**src/rtl/if_fetch_unit.sv**
```systemverilog
// Instruction-fetch stage: owns the PC, fetches over a req/ack handshake and feeds IF/ID.
// Optional feature macro FETCH_ALIGN_CHECK_EN: flag misaligned redirect targets on fetch_err_o.
module if_fetch_unit #(
  parameter int unsigned       ADDR_W     = 32,
  parameter int unsigned       DATA_W     = 32,
  parameter logic [ADDR_W-1:0] RESET_ADDR = '0
) (
  input  logic              clk_i,
  input  logic              rst_n_i,
  input  logic              keep_i,
  input  logic              redirect_i,
  input  logic [ADDR_W-1:0] redirect_addr_i,
  output logic              imem_req_o,
  output logic [ADDR_W-1:0] imem_addr_o,
  input  logic              imem_ack_i,
  input  logic [DATA_W-1:0] imem_rdata_i,
  output logic [DATA_W-1:0] ins_o,
  output logic [ADDR_W-1:0] next_addr_o,
  output logic              ins_valid_o,
  output logic [ADDR_W-1:0] pc_o,
  output logic              fetch_err_o
);

  typedef enum logic [1:0] {S_RESET, S_REQ, S_HOLD, S_SQUASH} state_e;

  state_e            state_q, state_d;
  logic [ADDR_W-1:0] pc_q, pc_d;
  logic [ADDR_W-1:0] req_addr_q, req_addr_d;
  logic [DATA_W-1:0] ins_q, ins_d;
  logic [ADDR_W-1:0] redir_pc;
  logic [ADDR_W-1:0] pc_inc;

  assign redir_pc = {redirect_addr_i[ADDR_W-1:2], 2'b00};
  assign pc_inc   = pc_q + ADDR_W'(4);

  // NOTE: every signal gets its hold value first, so no path through the case can infer a latch.
  always_comb begin
    state_d    = state_q;
    pc_d       = pc_q;
    req_addr_d = req_addr_q;
    ins_d      = ins_q;
    unique case (state_q)
      S_RESET: begin
        state_d = S_REQ;
        if (redirect_i) pc_d = redir_pc;
      end
      S_REQ: begin
        // Remember the in-flight address so a squash keeps presenting it after pc moves.
        req_addr_d = pc_q;
        if (redirect_i) begin
          pc_d    = redir_pc;
          state_d = imem_ack_i ? S_REQ : S_SQUASH;
        end else if (imem_ack_i) begin
          ins_d   = imem_rdata_i;
          state_d = S_HOLD;
        end
      end
      S_HOLD: begin
        if (redirect_i) begin
          pc_d    = redir_pc;
          state_d = S_REQ;
        end else if (!keep_i) begin
          pc_d    = pc_inc;
          state_d = S_REQ;
        end
      end
      S_SQUASH: begin
        if (redirect_i) pc_d = redir_pc;
        if (imem_ack_i) state_d = S_REQ;
      end
      default: state_d = S_RESET;
    endcase
  end

  // NOTE: state registers use non-blocking assignments so every flop samples pre-edge values.
  always_ff @(posedge clk_i or negedge rst_n_i) begin
    if (!rst_n_i) begin
      state_q    <= S_RESET;
      pc_q       <= RESET_ADDR;
      req_addr_q <= RESET_ADDR;
      ins_q      <= '0;
    end else begin
      state_q    <= state_d;
      pc_q       <= pc_d;
      req_addr_q <= req_addr_d;
      ins_q      <= ins_d;
    end
  end

  assign imem_req_o  = (state_q == S_REQ) || (state_q == S_SQUASH);
  assign imem_addr_o = (state_q == S_SQUASH) ? req_addr_q : pc_q;
  assign ins_valid_o = (state_q == S_HOLD);
  assign ins_o       = ins_valid_o ? ins_q  : '0;
  assign next_addr_o = ins_valid_o ? pc_inc : '0;
  assign pc_o        = pc_q;

`ifdef FETCH_ALIGN_CHECK_EN
  logic err_q, err_d;

  always_comb begin
    err_d = err_q;
    if (redirect_i && (redirect_addr_i[1:0] != 2'b00)) err_d = 1'b1;
  end

  always_ff @(posedge clk_i or negedge rst_n_i) begin
    if (!rst_n_i) err_q <= 1'b0;
    else          err_q <= err_d;
  end

  assign fetch_err_o = err_q;
`else
  logic unused_low_bits;
  assign unused_low_bits = ^redirect_addr_i[1:0];
  assign fetch_err_o     = 1'b0;
`endif

endmodule

```
**config.mk**
```make
export PLATFORM = sky130hd
export DESIGN_NAME = if_fetch_unit
export DESIGN_NICKNAME = d
export VERILOG_FILES = /design/src/rtl/if_fetch_unit.sv
export SDC_FILE = /design/constraint.sdc
export NUM_CORES = 1
export LEC_CHECK = 0
export ABC_AREA = 1
export CELL_PAD_IN_SITES_DETAIL_PLACEMENT = 0
export CELL_PAD_IN_SITES_GLOBAL_PLACEMENT = 1
export CORE_AREA = 2 2 130 132
export DETAILED_ROUTE_END_ITERATION = 16
export DIE_AREA = 0 0 132 134
export PLACE_DENSITY_LB_ADDON = 0.1
export SLEW_MARGIN = 40
export SYNTH_ARGS = -nofsm -noshare
export SYNTH_HDL_FRONTEND = slang
export SYNTH_SLANG_ARGS = --single-unit
```
**constraint.sdc**
```tcl
create_clock -name clk_i -period 3.3 [get_ports clk_i]
set_input_delay 0.99 -clock clk_i [delete_from_list [all_inputs] [get_ports clk_i]]
set_output_delay 0.99 -clock clk_i [all_outputs]
set_load 0.02 [all_outputs]
```
# --- Yosys cells after proc, flatten, opt, wreduce, memory -nomap -nowiden ---
# Cells that the tools add are included.
word_totals:
  register_bits: 98
  input_bits: 69
  out_inout_bits: 131
  word_cells: 33
op_classes:
  n_addsub: 1
  eq_ne: 7
  muxes: 14
  bitwise: 1
  reduce_logical: 6
op_table:
  columns: ["operator", "count"]
  rows:
  - ["two-way mux 32 bit", 6]
  - ["one-hot mux 32 bit (2 select lines)", 1]
  - ["adder 32 x 3 -> 32 bit, second input constant", 1]
  - ["two-way mux 2 bit", 6]
  - ["one-hot mux 2 bit (4 select lines)", 1]
  - ["inequality test 3 bit, second input constant", 2]
  - ["AND reduction 3 bit", 2]
  - ["== test 2 bit, second input constant", 2]
  - ["OR reduction 3 bit", 1]
  - ["== test 2 x 1 -> 1 bit, second input constant", 1]
  - ["zero test 2 bit", 1]
  - ["inequality test 2 x 1 -> 1 bit, second input constant", 1]
  - ["inequality test 2 bit, second input constant", 1]
  - ["AND reduction 2 bit", 1]
  - ["logical OR 1 bit", 1]
  - ["inverter 1 bit", 1]

# --- Depth between registers and ports, before layout ---
logic_depth:
  ltp_word: 4
  mapped_depth: 10
  mapped_depth_nobuf: 10

# --- Least setup slack after synthesis ---
# OpenSTA, ideal clock, no wires.
synth_path:
  path_kind: "reg-to-output"
  startpoint: "register pc_q[2] (netlist: pc_o[2])"
  endpoint: "output next_addr_o[30]"
  arrival_ns: 1.714
  t_required_ns: 2.310
  setup_slack_ns: 0.596
  stages_incl_launch_ff: 8
  path_buffers: 0
  path_cell_list: "dfrtp_1 -> ha_1 -> nand2_1 -> nor2_1 -> nand2_2 -> nor2_1 -> nand3_1 -> a21oi_1"
synth_via:
  elab_chain_cells: 2
synth_rtl:
  columns: ["element", "line_no", "rtl"]
  rows:
  - ["start: declaration", "27", "logic [ADDR_W-1:0] pc_q, pc_d;"]
  - ["start signal: assignment", "84", "pc_q <= pc_d;"]
  - ["adder 32 x 3 -> 32 bit", "34", "assign pc_inc = pc_q + ADDR_W'(4);"]
  - ["two-way mux 32 bit", "94", "assign next_addr_o = ins_valid_o ? pc_inc : '0;"]
  - ["end: declaration", "18", "output logic [ADDR_W-1:0] next_addr_o,"]
# Every way passes these cells.

# --- Worst setup path after layout ---
layout_path:
  startpoint: "register pc_q[2] (netlist: pc_o[2])"
  endpoint: "output next_addr_o[12]"
# Same word-level chain as after synthesis.

==> results.md <==
Worst setup path:
- The worst path arrival time is about 2.3 ns.
- STA puts the critical path data required time at 2.31 ns.
- The sort of element at the end of the critical path is a primary output.
- The cell with the largest stage delay on the worst path is sky130_fd_sc_hd__dfrtp_1.
- The highest net fanout along the worst path is 5.
- The dominant delay contributor by cell family on the critical path is simple AND/OR/NAND/NOR gates.
- The longest individual stage delay on the worst path is 0.38 ns.
- Traced cell by cell, the critical path runs through ha_1 -> nand2_1 -> nor2_2 -> nand2_2 -> nor2_4 -> buf_4 -> xor2_1 -> nor2_1 -> dlygate4sd2_1.
- STA classifies the critical path startpoint as a flop.
- The total buffers and inverters traversed by the critical path is 2.
- The critical path is of the flop to primary output type.

Synthesis:
- The number of distinct library cells after synthesis is 29.
- The Yosys step of the flow raised 0 warnings.
- The number of register bits inferred by synthesis is 94.
- The synthesized instance count is ~760.
- The sequential fraction of the synthesis area is 44.55%.
- Summed over all instances, the cell type with the most area after synthesis is sky130_fd_sc_hd__dfrtp_1.
- After synthesis, the cell types taking the most area are sky130_fd_sc_hd__dfrtp_1 45%, sky130_fd_sc_hd__nand2_1 16%, sky130_fd_sc_hd__o21ai_0 8.7%.
- The total standard cell area after synthesis is 5280 µm².
- After synthesis, the largest area contributor takes up 44.55% of total cell area.
- A synthesized cell averages around 7 µm².

STA:
- For the finished layout, the period the worst path requires is between 3 and 4 ns.
- The final number of max-transition violations was 0.
- The worst pin sits at a relative slew slack of 60.24%.
- Between clock sinks in the finished design, the worst skew comes to 0.008983 ns.
- Setup repair after global routing could not meet its margin everywhere.
- The final count of negative-setup-slack endpoints is 0.
- Based on the critical path, the design can be clocked at up to 307.2 MHz.
- The worst path meets setup with approximately 0.045 ns of slack.
- The hold violation count in the final report was 0.
- For the pin with the worst max-slew slack, the measured transition is 0.5964 ns.
- The share of the clock period used by the worst path is 98.63%.

Layout:
- For this run, the post-layout net count is 1011.
- 0 antenna diodes ended up in the layout.
- In the final layout, the share of cells above drive strength 1 is 7.082%.
- The count of cells in the finished layout, fillers not included, comes to around 1200.
- The signed area change from the synthesized netlist to the final layout is 47.44%.
- The design area is 7785 µm².

Clocking:
- The CTS root buffer is sky130_fd_sc_hd__clkbuf_16.
- The clock input transition at the sequential cells of the worst setup and hold paths is 0.07 ns.
- TritonCTS built the clock tree.
- CTS built an H-tree with a depth of 3.
- The hold-fix buffer count after cts is 0.
- The largest buffer count on any clock path is 2.
- The latest clock arrival within the worst-skew pair is 0.35 ns.
- The clock sink count is 94.
- Buffers inserted during clock tree synthesis total 9.

Power and ir drop:
- Across the VDD grid, the largest voltage drop is 0.2740 mV.
- The static leakage power is 3.565 nW.
- The power density normalized to cell area is 704.4 nW/µm².

Place:
- The cell area after placement is 7447 µm².
- The number of placed cells counting well taps is 1149.
- The number of I/O port buffers is 190.
- Timing analysis after detailed placement gives a worst setup slack of 0.05962 ns.
- The congestion estimate from routability-driven global placement came to 0.8599.
- The HPWL reported at the end of detailed placement is 12860 µm.

Global routing:
- Global routing used 3.741% of the available met3 tracks.
- The sum of overflow across all layers after global routing is 0.
- The global-route wire length before repair is 27390 µm.
- Global routing consumed, over all layers together, 19.66% of the routing resources.
- The initial antenna violation count is 0.
- The layer carrying the most global-route usage is met2.
- In the global route stage, met1 resource usage came out at a little over a quarter.
- The met2 track demand over resource in global routing is a little under a third.
- The via count of the first global-routing pass is 5140.
- The largest net degree at the start of global routing is 66.

Floorplan:
- The core area is 16290 µm².
- The area enclosed by the die boundary is around 18000 µm².
- For this design the top-level I/O count stands at 200.
- For this configuration, the core starts out at a cell density of between 30% and 40%.
- The floorplan step set the die width to roughly 130 µm.
- The y dimension of the die is between 100 and 150 µm.
- The cell row count is 47.

Route:
- The total routed wirelength is approximately 17000 µm.
- The first TritonRoute pass finished after 5 iterations.
- Detailed routing inserted a total of 5414 vias.
- The wire length per cell is 14.90 µm.
- The remaining number of nets flagged by the antenna check after routing is 0.
- For this run, design rule violations remaining after detail routing come to 0.
- The via density per instance is between 4 and 5.
- The first routing iteration left 277 violations.

Status:
- The flow ran to the end, and the final reports show no timing, DRC or antenna violations.

Min path:
- The min-delay analysis places its worst path in the category flop to flop.

Flow run:
- The count of maximum capacitance violations is 0.
[flip-flops by register name, indices dropped and copies added, names as in the netlist]
signal,flops
ins_q,32
pc_o,30
req_addr_q,30
state_q,2
[timing repair]
| item | 4_1_cts | 5_1_grt |
|---|---|---|
| endpoints found under the hold margin | 0 | 0 |
| endpoints found under the setup margin | 22 | 54 |
| gates resized for setup | 32 | 19 |
| setup buffers | 0 | 1 |
| pin swaps | 0 | 1 |
[cells in the final DEF (no fill, tap or decap), drive strengths merged]
cell type	n
nand2	228
clkdlybuf4s50	165
nor2	121
o21ai	104
dfrtp	94
inv	84
nand3	27
buf	22
a21oi	20
dlygate4sd2	16
clkbuf	15
xor2	13
conb	7
o22ai	5
o21bai	5
o211ai	4
and2	3
clkinv	3
bufinv	2
dlymetal6s2s	2
nand3b	1
o21a	1
xnor2	1
ha	1
clkinvlp	1
clkdlybuf4s15	1
[path summary, 6_finish.rpt]
kind	start	end	slack, ns	cells after the start
max in group asynchronous	rst_n_i	ins_q[18]$_DFFE_PN0P_	1.96	2
worst max-delay path	pc_o[2]$_DFFE_PN0P_	next_addr_o[12]	0.05	9
worst min register to register	req_addr_q[20]$_DFFE_PN0P_	req_addr_q[20]$_DFFE_PN0P_	0.48	2
min in group asynchronous	rst_n_i	ins_q[24]$_DFFE_PN0P_	0.64	1
worst min-delay path	req_addr_q[20]$_DFFE_PN0P_	req_addr_q[20]$_DFFE_PN0P_	0.48	2
worst max register to register	state_q[0]$_DFFE_PN0P_	pc_o[9]$_DFFE_PN0P_	1.40	8
[stage by stage]
stage	power [W]	hold WS, ns	TNS [ns]	util, %
2_1_floorplan	0.003223	0.4534	0	-
3_3_place_gp	0.004333	0.4665	0	45.72
3_5_place_dp	0.004382	0.4729	0	45.72
4_1_cts	0.005550	0.4888	-0.02963	47.71
5_1_grt	0.005884	0.5006	-0.1228	47.79
6_report	0.005484	0.4848	0	47.79
[cell usage after synthesis, drive strengths merged]
library cell,count
o21bai,5
conb,1
ha,1
o211ai,4
nor2,121
inv,83
nand2,228
o21a,1
dfrtp,94
xor2,13
clkinv,2
buf,22
clkbuf,19
o21ai,104
a21oi,20
o22ai,5
nand3b,1
xnor2,1
and2,3
nand3,27
[worst reg2reg max path: stages (launching register included)]
cell and delay, ns:
sky130_fd_sc_hd__dfrtp_1 0.44, sky130_fd_sc_hd__inv_1 0.09, sky130_fd_sc_hd__nand2_2 0.21, sky130_fd_sc_hd__buf_6 0.30
sky130_fd_sc_hd__nor2_4 0.15, sky130_fd_sc_hd__inv_2 0.09, sky130_fd_sc_hd__nor2_4 0.22, sky130_fd_sc_hd__inv_2 0.14
sky130_fd_sc_hd__o211ai_1 0.20
[metal layers]
layer  vias up  routed length (µm)
li1       2705                   -
met1      2536                8361
met2       161                7948
met3        12                 895
met4         0                 173
met5         -                   0
[power by group]
group / switching, W / internal [W] / leakage (nW)
registers: 0.000231 / 0.00158 / 1.13
clock network: 0.000458 / 0.000687 / 0.156
logic: 0.00151 / 0.00101 / 2.28
total: 0.00220 / 0.00328 / 3.56
[cell type report]
class / count / area (µm²)
clock buffers: 11 / 242.7
clock inverters: 5 / 81.33
fillers: 1664 / 8504
inverters: 85 / 319.1
multi-input cells: 541 / 2464
flip-flops and latches: 94 / 2352
well taps: 220 / 275.3
repair buffers: 210 / 2051
[logic make-up after synthesis]
family / share of synthesized area [%]
simple gates: 28.82
compound gates: 13.98
buf+inv: 10.02
flops: 44.55
xor+xnor: 2.322
fa+ha+maj: 0.2369
other cells: 0.07102
Power figures use the tool's default switching activity.
==> patch 1 (same settings) <==
The parameter `DATA_W` goes from 32 to 40.
--- a/src/rtl/if_fetch_unit.sv
+++ b/src/rtl/if_fetch_unit.sv
@@ -3,5 +3,5 @@
 module if_fetch_unit #(
   parameter int unsigned       ADDR_W     = 32,
-  parameter int unsigned       DATA_W     = 32,
+  parameter int unsigned       DATA_W     = 40,
   parameter logic [ADDR_W-1:0] RESET_ADDR = '0
 ) (
Interface: changed (resized imem_rdata_i and ins_o); port bits go from 200 to 216. The function was not compared with the original's and may differ.
==> patch 1 against the original RTL <==
- wire length grew 4.8%
- sequential cell count grew 8
- final area grew 7.2%
- power grew 5.6%
- non-clock buffer count grew 16
- synthesized area grew 8.1%
- global-route usage grew 1.3 points
- worst setup slack gained 0.061 ns
- clock skew shrank 0.0024 ns
- final cell count grew 5.2%
- sequential share of layout area grew 0.41 points
- core utilization grew 3.4 points
- die area is the same
==> patch 1: results (changes against the original RTL) <==
** Power
- The peak ir drop on the vdd network is 404.6 uV (+48%).
- Cell leakage power :: 0.003975 uW (+12%)

** Detailed routing
- The initial DRC count came to 334 (+21%).
- The via count of the routed design is 5593 (+3.3%).

** Setup path
- Critical path arrival :: 2.20 ns (-0.06 ns)
- For this design, the slowest cell found on the critical path is clkdlybuf4s50_1.
- The largest stage delay on the critical path is 0.70 ns (+0.32 ns).
- Worst reg-to-reg path cell count :: 10 (+2)
- RR Endpoint :: pc_o[17]
- Cell type group with the largest total delay on the critical path :: buffers and inverters

** GRT
- Global router's overall resource usage :: 20.98% (+1.3 points)
- The largest net degree at the start of global routing was 68 (+3.0%).
- First-pass GRT wire length :: 29.08 mm (+6.2%)

** Timing
- Worst Max-Slew Pin Slew :: 0.5367 ns (-0.05975 ns)
- Fin Clk Skew :: 0.006611 ns (-0.002371 ns)

** Synthesis
- Cell types occupying the most area after synthesis :: dfrtp_1 (45%), nand2_1 (15%), o21ai_0 (10%), nor2_1 (7.7%), inv_1 (6.3%)
- The commonest cells after synthesis are nand2_1 (225), nor2_1 (117), o21ai_0 (114), dfrtp_1 (102), inv_1 (96).
- The sequential fraction of the synthesis area is 44.74% (+0.19 points).
- Post-synth cell types :: 31 (+6.9%)

** Run status
- The flow ran to the end, and the final reports show no timing, DRC or antenna violations.

** Hold path
- The worst hold path begins at req_addr_q[30].

** Placed design
- The half-perimeter wire length after detailed placement was 13.74 mm (+6.9%).
- The number of buffer cells added on primary ports is 206 (+8.4%).

** Finish
- Share of final-layout standard cells stronger than drive strength 1 :: 7.249% (+0.17 points)
- The flip-flop count of the largest register after layout was 40 (+25%).
- Number of fill cells :: 1685 (+1.3%)
patch 1: per-layer routing:
metal,global-route usage (%),up-vias
li1,-,2872
met2,32.44,157
met4,4.710,0
met5,0,-
met1,30.24,2554
met3,4.460,10
patch 1: stage by stage:
step	cell area [um2]	setup slack, ns	total power [uW]	hold slack (ns)	cells
finish	8342	0.1059	5792	0.4824	1227
global route	8342	0.0006328	6207	0.5155	1227
CTS	8343	0.01365	5855	0.4906	1227
detailed placement	8046	0.1139	4693	0.4731	1211
global placement	8046	0.1305	4665	0.4657	1211
floorplan	5728	0.6295	3477	0.4534	809
patch 1: report_power, final:
| group | internal (uW) | switching (uW) | total [uW] |
|---|---|---|---|
| Sequential | 1730 | 234 | 1960 |
| Combinational | 1080 | 1590 | 2670 |
| Clock | 665 | 496 | 1160 |
patch 1: logic make-up (layout without fill, tap and decap cells):
logic type	count (synthesis)	after routing	synth area share [%]
compound gates	154	154	14.21
other cells	1	7	0.06573
flops	102	102	44.74
xor+xnor	13	13	2.259
fa+ha+maj	1	1	0.2193
buf+inv	145	343	10.44
simple gates	387	387	28.07
patch 1: worst max-delay path by stage:
stage,to,depth (start not counted),startpoint,slack [ns]
6_report,imem_addr_o[29],4,state_q[0],0.11
3_5_place_dp,next_addr_o[16],8,pc_o[2],0.11
3_3_place_gp,next_addr_o[16],8,pc_o[2],0.13
4_1_cts,next_addr_o[10],8,pc_o[2],0.01
5_1_grt,next_addr_o[13],8,pc_o[2],0.0006
2_1_floorplan,next_addr_o[24],7,pc_o[2],0.63
patch 1: final cells by class:
cell class,count,share of cell area (%)
inverters,101,4.560
flip-flops and latches,102,30.63
well taps,220,3.300
clock buffers,10,2.745
clock inverters,6,1.035
repair buffers,226,26.65
multi-input cells,562,31.08
==> patch 2 (same settings) <==
Made on the original files. Encoding of `state_e`: now one-hot (4 bits for 4 states).
--- a/src/rtl/if_fetch_unit.sv
+++ b/src/rtl/if_fetch_unit.sv
@@ -22,5 +22,5 @@
 );
 
-  typedef enum logic [1:0] {S_RESET, S_REQ, S_HOLD, S_SQUASH} state_e;
+  typedef enum logic [3:0] {S_RESET = 4'b0001, S_REQ = 4'b0010, S_HOLD = 4'b0100, S_SQUASH = 4'b1000} state_e;
 
   state_e            state_q, state_d;
Behaviour: same outputs for any inputs over 4 cycles, from zero or initial values and one cycle with rst_n_i low; so few cycles prove little.
==> patch 2 against the original RTL <==
- synthesized cell count rose by 12%
- final cell count grew 7.7%
- count of clock-buffer cells in the layout did not move
- sequential cell count rose by 2
- synthesized area grew 5.9%
- clock skew is 0.0028 ns lower
- fmax up 2.2%
- non-clock buffer count grew 8
- register-to-register slack got worse by 0.38 ns
- worst setup slack improved by 0.069 ns
- wire length rose by 5.9%
- final area rose by 3.8%
- power up 26%
- largest cell class unchanged
- highest routed layer unchanged
==> patch 2: results (changes against the original RTL) <==
** Power
- Maximum ir drop on the vdd rail :: 362.5 uV (+32%)
- Sw power :: 3203 uW (+45%)
- The static leakage power came to 0.004075 uW (+14%).

** Run status
- The run finished with clean final reports.

** Detailed routing
- The via count of the routed design came to 5781 (+6.8%).
- The total wire length after detailed routing was 18.41 mm (+5.9%).
- Count of routing violations after the opening detailed-route iteration :: 407 (+47%)

** Placed design
- Setup slack after placement :: 0.09451 ns (+0.03489 ns)
- The placement-stage cell area came to 7824 um2 (+5.1%).
- Total half-perimeter wirelength after legalization and detailed placement :: 13.55 mm (+5.4%)
- Global placer's final weighted congestion :: 0.8334 (-3.1%)
- The post-placement cell count was 1240 (+7.9%).

** Synthesis
- By area the synthesized netlist is led by dfrtp_1 (42%), nand2_1 (16%), nor2_1 (12%), a21oi_1 (7.5%), inv_1 (5.8%).
- Most used standard cells in the synthesized netlist :: nand2_1 (236), nor2_1 (183), dfrtp_1 (95), inv_1 (87), a21oi_1 (84)
- Average footprint of a synthesized cell :: 6.644 um2 (-5.0%)
- The sequential fraction of the synthesis area came to 42.97% (-1.6 points).

** Setup path
- Critical-path maximum fanout :: 3 (-2)
- Critical path arrival :: 2.20 ns (-0.06 ns)
- Peak per-stage delay on the critical path :: 0.62 ns (+0.24 ns)
- The largest individual stage delay along the critical path comes from the cell clkdlybuf4s50_1.
- Cell type group with the largest total delay on the critical path :: buffers and inverters

** GRT
- First-pass GRT wire length :: 29.25 mm (+6.8%)
- Largest net degree at the start of global routing :: 64 (-3.0%)
- The number of global-route vias before repair was 5445 (+5.9%).
- The total global-route track usage was 20.95% (+1.3 points).

** Timing
- The worst clock skew on the final layout came to 0.006229 ns (-0.002753 ns).
- Worst-case headroom to the max-slew limit :: 56.45% (-3.8 points)

** Finish
- Share of final-layout standard cells stronger than drive strength 1 :: 7.625% (+0.54 points)
- The number of nets in the final layout is 1101 (+8.9%).
- The non-filler instance count after layout came to 1256 (+7.7%).

** Clocking
- Post-CTS resize count :: 37 (+16%)
[patch 2: changes by cell type after synthesis, moves of 8 or more]
cell      unedited run  this run
a21oi_1             19        84
buf_2                6        21
clkbuf_1            19        10
inv_1               79        87
nand2_1            225       236
nand3_1             27        42
nor2_1             112       183
o21ai_0             92        43
o21ai_1             12         0
[patch 2: final cells by class]
type                            count  area (um2)
Fill cell                        1732        8209
Timing Repair Buffer              218        2108
Clock buffer                       11       242.7
Clock inverter                      5       31.28
Sequential cell                    96        2405
Tap cell                          220       275.3
Multi-Input combinational cell    616        2680
Inverter                           90       337.8
[patch 2: worst reg2reg max path, delay by kind of cell, from the launching register on]
kind | cells | cell delay [ns]
DFF | 1 | 0.54
buffers and inverters | 2 | 0.74
and+or+nand+nor | 8 | 0.95
[patch 2: logic make-up after synthesis]
| kind of cell | Yosys count | share of synthesized area (%) |
|---|---|---|
| adder cells (fa/ha/maj) | 1 | 0.2236 |
| buffers and inverters | 136 | 10.33 |
| flip-flops | 96 | 42.97 |
| AO/OA/AOI/OAI | 129 | 11.61 |
| XOR/XNOR | 7 | 1.096 |
| AND/OR/NAND/NOR | 472 | 33.71 |
| other | 1 | 0.06703 |
[patch 2: power by group through the flow]
stage                     Clock [uW]  Combinational (uW)  Sequential, uW
final                            996                3810            2120
after global routing            1070                4250            2190
after CTS                       1030                3860            2120
after detailed placement           0                3880            2140
after global placement             0                3850            2130
after floorplan                    0                2120            2280
[patch 2: stage by stage]
stage	utilization [%]	power [uW]	setup TNS, ns
floorplan	-	4401	0
global placement	48.03	5978	0
detailed placement	48.03	6021	0
CTS	49.58	7010	0
global route	49.60	7515	-0.02576
finish	49.60	6932	0
[patch 2: per-layer routing]
metal / track usage, % / vias to the layer above / part of all wire (%)
met5: 0 / - / 0
met4: 6.220 / 0 / 1.5
met3: 3.212 / 15 / 5.0
met2: 32.52 / 169 / 44
met1: 30.26 / 2628 / 50
li1: - / 2969 / -
[patch 2: path summary, 6_finish.rpt]
kind | cells past startpoint | end | from | slack [ns]
max in group asynchronous | 2 | pc_o[26] | rst_n_i | 1.91
max reg2reg | 10 | pc_o[23] | state_q[0] | 1.02
max | 7 | next_addr_o[7] | pc_o[3] | 0.11
min reg2reg | 2 | req_addr_q[19] | req_addr_q[19] | 0.49
min in group asynchronous | 1 | ins_q[16] | rst_n_i | 0.67
min | 2 | req_addr_q[19] | req_addr_q[19] | 0.49
